File: src/rtl/bus_write_logger.sv
// Snoops bus writes into a timestamped record FIFO that is drained through a small CSR window.
// CSR ack and read data are registered one cycle after csr_req_i; a full FIFO drops new captures and sets OVF.
module bus_write_logger #(
    parameter logic [31:0] BASE  = 32'h0010_0000,
    parameter int          DEPTH = 8
) (
    input  logic        clk_i,
    input  logic        arst_n_i,
    input  logic        snp_req_i,
    input  logic        snp_we_i,
    input  logic [31:0] snp_addr_i,
    input  logic [31:0] snp_wdata_i,
    input  logic        csr_req_i,
    input  logic        csr_we_i,
    input  logic [7:0]  csr_addr_i,
    input  logic [31:0] csr_wdata_i,
    output logic        csr_ack_o,
    output logic [31:0] csr_rdata_o
);
    localparam int AW = (DEPTH > 1) ? $clog2(DEPTH) : 1;

    localparam logic [7:0] OFF_CTRL   = 8'h2C;
    localparam logic [7:0] OFF_STATUS = 8'h50;
    localparam logic [7:0] OFF_W0     = 8'h54;
    localparam logic [7:0] OFF_W1     = 8'h58;
    localparam logic [7:0] OFF_W2     = 8'h5C;
    localparam logic [7:0] OFF_W3     = 8'h60;

    logic [31:0]   ts_q;
    logic [31:0]   seq_q;
    logic          en_q;
    logic          ovf_q;
    logic [AW-1:0] wr_ptr_q;
    logic [AW-1:0] rd_ptr_q;
    logic [6:0]    count_q;

    logic [31:0] mem_ts   [DEPTH];
    logic [31:0] mem_addr [DEPTH];
    logic [31:0] mem_data [DEPTH];
    logic [31:0] mem_seq  [DEPTH];

    logic        csr_rd;
    logic        ctrl_wr;
    logic        clr;
    logic        empty;
    logic        full;
    logic        pop;
    logic        capture;
    logic        push;
    logic        drop;
    logic [31:0] rdata_d;
    logic        unused_wdata;

    assign csr_rd  = csr_req_i && !csr_we_i;
    assign ctrl_wr = csr_req_i && csr_we_i && (csr_addr_i == OFF_CTRL);
    assign clr     = ctrl_wr && csr_wdata_i[1];
    assign empty   = (count_q == 7'd0);
    assign full    = (count_q == 7'(DEPTH));
    assign pop     = csr_rd && (csr_addr_i == OFF_W3) && !empty;
    // A snooped write aimed at our own CTRL register is configuration traffic, not loggable data.
    assign capture = snp_req_i && snp_we_i && en_q && (snp_addr_i != BASE + 32'h2C);
    assign push    = capture && !clr && (!full || pop);
    assign drop    = capture && !clr && full && !pop;

    assign unused_wdata = ^csr_wdata_i[31:2];

    always_comb begin
        rdata_d = 32'd0;
        case (csr_addr_i)
            OFF_CTRL:   rdata_d = {31'd0, en_q};
            OFF_STATUS: rdata_d = {ovf_q, empty, 23'd0, count_q};
            OFF_W0:     rdata_d = empty ? 32'd0 : mem_ts[rd_ptr_q];
            OFF_W1:     rdata_d = empty ? 32'd0 : mem_addr[rd_ptr_q];
            OFF_W2:     rdata_d = empty ? 32'd0 : mem_data[rd_ptr_q];
            OFF_W3:     rdata_d = empty ? 32'd0 : mem_seq[rd_ptr_q];
            default:    rdata_d = 32'd0;
        endcase
    end

    always_ff @(posedge clk_i) begin
        if (push) begin
            mem_ts[wr_ptr_q]   <= ts_q;
            mem_addr[wr_ptr_q] <= snp_addr_i;
            mem_data[wr_ptr_q] <= snp_wdata_i;
            mem_seq[wr_ptr_q]  <= seq_q;
        end
    end

    always_ff @(posedge clk_i or negedge arst_n_i) begin
        if (!arst_n_i) begin
            ts_q        <= 32'd0;
            seq_q       <= 32'd0;
            en_q        <= 1'b0;
            ovf_q       <= 1'b0;
            wr_ptr_q    <= '0;
            rd_ptr_q    <= '0;
            count_q     <= 7'd0;
            csr_ack_o   <= 1'b0;
            csr_rdata_o <= 32'd0;
        end else begin
            ts_q        <= ts_q + 32'd1;
            csr_ack_o   <= csr_req_i;
            csr_rdata_o <= csr_rd ? rdata_d : 32'd0;
            if (ctrl_wr) begin
                en_q <= csr_wdata_i[0];
            end
            if (clr) begin
                seq_q    <= 32'd0;
                ovf_q    <= 1'b0;
                wr_ptr_q <= '0;
                rd_ptr_q <= '0;
                count_q  <= 7'd0;
            end else begin
                if (push) begin
                    wr_ptr_q <= wr_ptr_q + AW'(1);
                    seq_q    <= seq_q + 32'd1;
                end
                if (pop) begin
                    rd_ptr_q <= rd_ptr_q + AW'(1);
                end
                if (drop) begin
                    ovf_q <= 1'b1;
                end
                case ({push, pop})
                    2'b10:   count_q <= count_q + 7'd1;
                    2'b01:   count_q <= count_q - 7'd1;
                    default: count_q <= count_q;
                endcase
            end
        end
    end
endmodule

File: config.mk
export PLATFORM = sky130hd
export DESIGN_NAME = bus_write_logger
export DESIGN_NICKNAME = d
export VERILOG_FILES = /design/src/rtl/bus_write_logger.sv
export SDC_FILE = /design/constraint.sdc
export NUM_CORES = 1
export LEC_CHECK = 0
export ABC_CLOCK_PERIOD_IN_PS = 16300
export CAP_MARGIN = 20
export CORE_ASPECT_RATIO = 0.75
export CORE_MARGIN = 2
export CORE_UTILIZATION = 45
export CTS_BUF_LIST = sky130_fd_sc_hd__clkbuf_2 sky130_fd_sc_hd__clkbuf_4 sky130_fd_sc_hd__clkbuf_8
export CTS_CLUSTER_DIAMETER = 30
export DETAILED_ROUTE_END_ITERATION = 16
export PLACE_DENSITY = 0.72
export SYNTH_ARGS = -nofsm -noshare
export SYNTH_HDL_FRONTEND = slang
export SYNTH_SLANG_ARGS = --single-unit
File: constraint.sdc
create_clock -name clk_i -period 16.3 [get_ports clk_i]
set_clock_uncertainty 0.15 [all_clocks]
set_input_delay 3.26 -clock clk_i [delete_from_list [all_inputs] [get_ports clk_i]]
set_output_delay 3.26 -clock clk_i [all_outputs]
set_load 0.01 [all_outputs]
==> Word level (Yosys, flattened, before mapping) <==
Memories as Yosys holds them, arrays and structs flattened.
Cells that the tools add are included.
{ "totals": {"register_bits": 112, "ramBits": 1024, "out_inout_bits": 33, "memories": 4} }
{ "mem_list": {"columns": ["memory", "words", "word_bits", "read_ports", "rd_clocked_by_memory_dff", "wr", "line_no", "source"], "rows": [
  ["mem_addr", 8, 32, 1, 0, 1, "38", "logic [31:0] mem_addr [DEPTH];"],
  ["mem_data", 8, 32, 1, 0, 1, "39", "logic [31:0] mem_data [DEPTH];"],
  ["mem_seq", 8, 32, 1, 0, 1, "40", "logic [31:0] mem_seq [DEPTH];"],
  ["mem_ts", 8, 32, 1, 0, 1, "37", "logic [31:0] mem_ts [DEPTH];"]
]} }
{ "classes": {"add_sub_neg": 6, "eq_ne": 10, "n_mux": 18, "n_reduce_logical": 24} }
{ "op_table": {"columns": ["op", "count"], "rows": [
  ["$mux 32", 7],
  ["$pmux 32 s6", 1],
  ["$add 32x1->32 const B", 2],
  ["$eq 8x7->1 const B", 5],
  ["$ne 32x21->1 const B", 1],
  ["$pmux 7 s2", 1],
  ["$logic_and 1x1->1", 13],
  ["$mux 3", 4],
  ["$eq 8x6->1 const B", 1],
  ["$add 7x1->7 const B", 1],
  ["$eq 7x4->1 const B", 1],
  ["$logic_not 7->1", 1],
  ["$mux 7", 1],
  ["$sub 7x1->7 const B", 1],
  ["$add 3x1->3 const B", 2],
  ["$reduce_bool 2->1", 3],
  ["$logic_not 1->1", 5],
  ["$mux 1", 4],
  ["$reduce_bool 3->1", 1],
  ["$eq 2x1->1 const B", 1],
  ["$eq 2x2->1 const B", 1],
  ["$logic_or 1x1->1", 1]
]} }

==> Depth between registers and ports, before layout <==
{ "logic_depth": {"word_depth": 9, "depth_mapped": 14} }

==> Worst setup path after synthesis <==
OpenSTA, ideal clock, no wires.
{ "synth_path": {"path_kind": "input -> register", "startpoint": "input port csr_addr_i[1]", "endpoint": "memory mem_addr[0][0] (enable)", "setup_ns": 0.928, "t_arrival_ns": 16.885, "path_slack_ns": -1.663, "cell_stages": 6, "n_path_buf": 1, "path_cell_list": "or4b_4 buf_6 nor4b_4 nor2_1 or3_1 nor4_1"} }
{ "synth_via": {"elab_chain_cells": 8} }
{ "synth_lines": {"columns": ["element", "line_no", "source"], "rows": [
  ["from (decl)", "15", "input logic [7:0] csr_addr_i,"],
  ["$eq 8x6->1", "55", "assign ctrl_wr = csr_req_i && csr_we_i && (csr_addr_i == OFF_CTRL);"],
  ["$logic_and 1x1->1", "55", null],
  ["$logic_and 1x1->1", "56", "assign clr = ctrl_wr && csr_wdata_i[1];"],
  ["$logic_not 1->1", "62", "assign push = capture && !clr && (!full || pop);"],
  ["$logic_and 1x1->1", "62", null],
  ["$logic_and 1x1->1 (*)", "62", null],
  ["$mux 1 (*)", "81", "if (push) begin"],
  ["$mux 1 (not written as such) (*)", "83", "mem_addr[wr_ptr_q] <= snp_addr_i;"],
  ["to (decl)", "38", null]
]} }
Mark *: on every way between the ends. The rest lies on a longest branch, timed or not.

==> Worst setup path after layout <==
{ "layout_path": {"startpoint": "input port csr_addr_i[6]", "endpoint": "memory mem_addr[1][7] (enable)"} }
The elaborated chain is that of the path after synthesis.

==> flow_summary.toml <==
[outcome]
outcome = "finished clean"

[pwr]
power.density_nw_per_um2 = 116
p_int_uw = 4750
p_leak_uw = 0.0163
switching_share = 0.199
pwr-share-seq = 0.534
p_comb_frac = 0.014
power.total_uw = 5930
power.switching_uw = 1180
pwr-share-clk = 0.453
ir_drop_mv = 0.0658

[floorplanning]
die_w_um = 365
start_util = 0.453
dieArea_sq_um = 100000
ios = 143
die_y_um = 275
coreArea_sq_um = 97100
row_count = 99

[synthesis]
yosys_warnings = 0
ys_top_cells_by_area = "edfxtp_1, mux4_2, dfrtp_1, mux2i_1, xnor2_1"
synthCells = 2112
synth_cell_types = 65
synth_fp_nets = 2232
synth_area_sq_um = 44000
synth.top_cell.area_share = 0.699
synth-seq-cells = 1136
async_reset_ff_frac = 0.0986
seq_area_frac_synth = 0.762
yosysTopAreaCell = "edfxtp_1"
synth_ff_type = "edfxtp_1"
synth.avg_cell_area_sq_um = 20.8
synth-edff-count = 1024

[detailed_routing]
wl_met1_um = 40100
wl_per_cell_um = 25.4
dr.pass1.iters = 5
wl_met3_um = 8680
ant_nets = 0
wl_met2_um = 46800
vias_per_cell = 5.74
highest_layer = "met5"
post-route-drc-count = 0
routed_wl_um = 97200
drt_iter0_markers = 2675
num_vias = 22000

[layout]
fin_cells = 3827
nets = 2473
syn_to_final_growth_pct = 15.9
fin_util = 0.525
final_layout_size_suffix_gt1_frac = 0.269
n_fill_cell = 7356

[clocking]
holdBufCountCts = 0
cts_buffers = 187
cts_tree = "yes"
clock_path_buffers = 3
cts_resized = 0
clk_pin_slew_ns = 0.06
cts_setup_buffers = 0
clockRootBuffer = "clkbuf_8"
clk_latency_ns = 0.84
ctsHtreeMaxLevel = 4
clock_sinks = 1136

[place]
post-dp-hpwl_um = 54400
port-buffer-count = 112
post-place-ws_ns = 7.47
gp_congestion = 0.831
dp_cells = 3477

[sta]
setup_viol = 0
relSlewSlack = 0.293
tightest_slew_ns = 1.05
fmaxAchievable_mhz = 124
fin_crit_sh = 0.495
finalHoldViolations = 0
setup_slack_ns = 8.23
finalCriticalPeriod_ns = 8.07
setup_tns_ns = 0
rsz0062_at_grt = "no"
maxSlewViolCount = 0

[hold_path]
hp-class = "reg -> reg"

[setup_path]
crit_arrival_ns = 8.36
end_kind = "register"
cp.required_ns = 16.60
critPathMaxFanout = 43
start_kind = "input pin"
criticalPathCategory = "in -> reg"

[global_route]
antenna_found_initial = 8
grt_pass1_wl_um = 144000
grt_overflow = 0
grt_max_degree = 119
grt_pass1_vias = 22500
groute.usage.overall = 0.196

[flow_run]
cap_violations = 0
## routing by layer
| metal | vias to the layer above | track usage |
|---|---|---|
| li1 | 9292 | - |
| met3 | 137 | 0.0478 |
| met5 | - | 0 |
| met4 | 12 | 0.0551 |
| met2 | 983 | 0.309 |
| met1 | 11500 | 0.274 |
## flip-flops by register name, indices dropped and copies added (netlist names)
register,flops
ts_q,32
wr_ptr_q,3
seq_q,32
mem_seq,256
ovf_q,1
count_q,7
rd_ptr_q,3
mem_addr,256
mem_data,256
csr_rdata_o,32
en_q,1
mem_ts,256
csr_ack_o,1
## synth_stat cells (2+ instances only)
master and n:
or3_1 6, buf_6 3, nor2b_1 5, buf_1 19
a22oi_1 15, nand3b_1 3, o21a_1 17, nor4_1 22
xor2_1 9, nor2_1 50, nand4_1 12, clkbuf_1 63
edfxtp_1 1024, inv_1 22, a22o_1 8, o22ai_1 39
a21oi_1 30, xnor2_1 53, o2111ai_1 3, nor4_2 3
or4_1 2, nor3_1 24, o211ai_1 11, a41oi_1 2
nor4bb_1 2, nand2_1 63, ha_1 9, o21ai_0 17
nand3_1 39, nor4b_1 4, dfrtp_1 112, mux2i_1 84
mux4_2 262, a221oi_1 2, buf_2 19, a31oi_1 3
and2_1 3, o21ai_1 5, and3_1 9, nand2b_1 4
and4_1 6
## final timing paths
kind                               start        endpoint  slack, ns  cells after the start
max in group asynchronous       arst_n_i     rd_ptr_q[0]      12.32                      2
min                                ovf_q           ovf_q       0.37                      2
min in group asynchronous       arst_n_i        ts_q[26]       2.26                      1
min reg2reg                        ovf_q           ovf_q       0.37                      2
max reg2reg                         en_q  mem_addr[1][7]      11.37                      9
max                        csr_addr_i[6]  mem_addr[1][7]       8.23                     11
## layout by cell type, fill, tap and decap left out, types with 20 or more instances in the layout
cell,n
mux2i_1,84
dfrtp_1,109
clkdlybuf4s50_1,111
o22ai_1,39
edfxtp_1,1024
clkbuf_4,64
clkinv_2,21
nor4_1,20
buf_4,39
mux4_2,262
nand2_1,63
xnor2_1,53
clkbuf_8,213
inv_1,22
nor3_1,20
nor2_1,46
a21oi_1,30
nand3_1,39
## critical path, stage by stage
cell,delay (ns)
clkdlybuf4s50_1,0.55
or4b_4,0.57
nor4b_4,0.45
nor2_1,0.25
nor3_1,0.30
nand2_1,0.28
nor3_2,0.34
buf_6,0.24
buf_4,0.59
buf_4,0.66
buf_4,0.71
## final cells by class
| cell class | instances | area, sq um | area share |
|---|---|---|---|
| repair buffers | 156 | 1500 | 0.0294 |
| inverters | 23 | 91.3 | 0.00179 |
| flip-flops and latches | 1136 | 33600 | 0.658 |
| diodes | 1 | 2.50 | 0.0000491 |
| multi-input cells | 849 | 10000 | 0.197 |
| clock inverters | 72 | 777 | 0.0152 |
| clock buffers | 277 | 3410 | 0.0669 |
| well taps | 1313 | 1640 | 0.0322 |
## metrics by stage
| stage | hold WS (ns) | cell area (sq um) |
|---|---|---|
| CTS | 0.362 | 51000 |
| global route | 0.420 | 51000 |
| floorplan | 0.309 | 44000 |
| finish | 0.369 | 51000 |
| global placement | 0.352 | 46800 |
| detailed placement | 0.347 | 46800 |
## cells by family after synthesis
| group | synth area share |
|---|---|
| compound gates | 0.0245 |
| xor+xnor | 0.0123 |
| fa+ha+maj | 0.00301 |
| buf+inv | 0.0120 |
| flops | 0.762 |
| mux | 0.153 |
| simple gates | 0.0324 |
## power groups by stage
stage	Clock, uW	Combinational [uW]	Sequential [uW]
after floorplan	0	26.7	3220
after global placement	0	76.6	3220
after detailed placement	0	80.6	3220
after CTS	2730	81.1	3160
after global routing	2860	87.2	3160
final	2690	80.3	3160
Power figures use the tool's default switching activity.
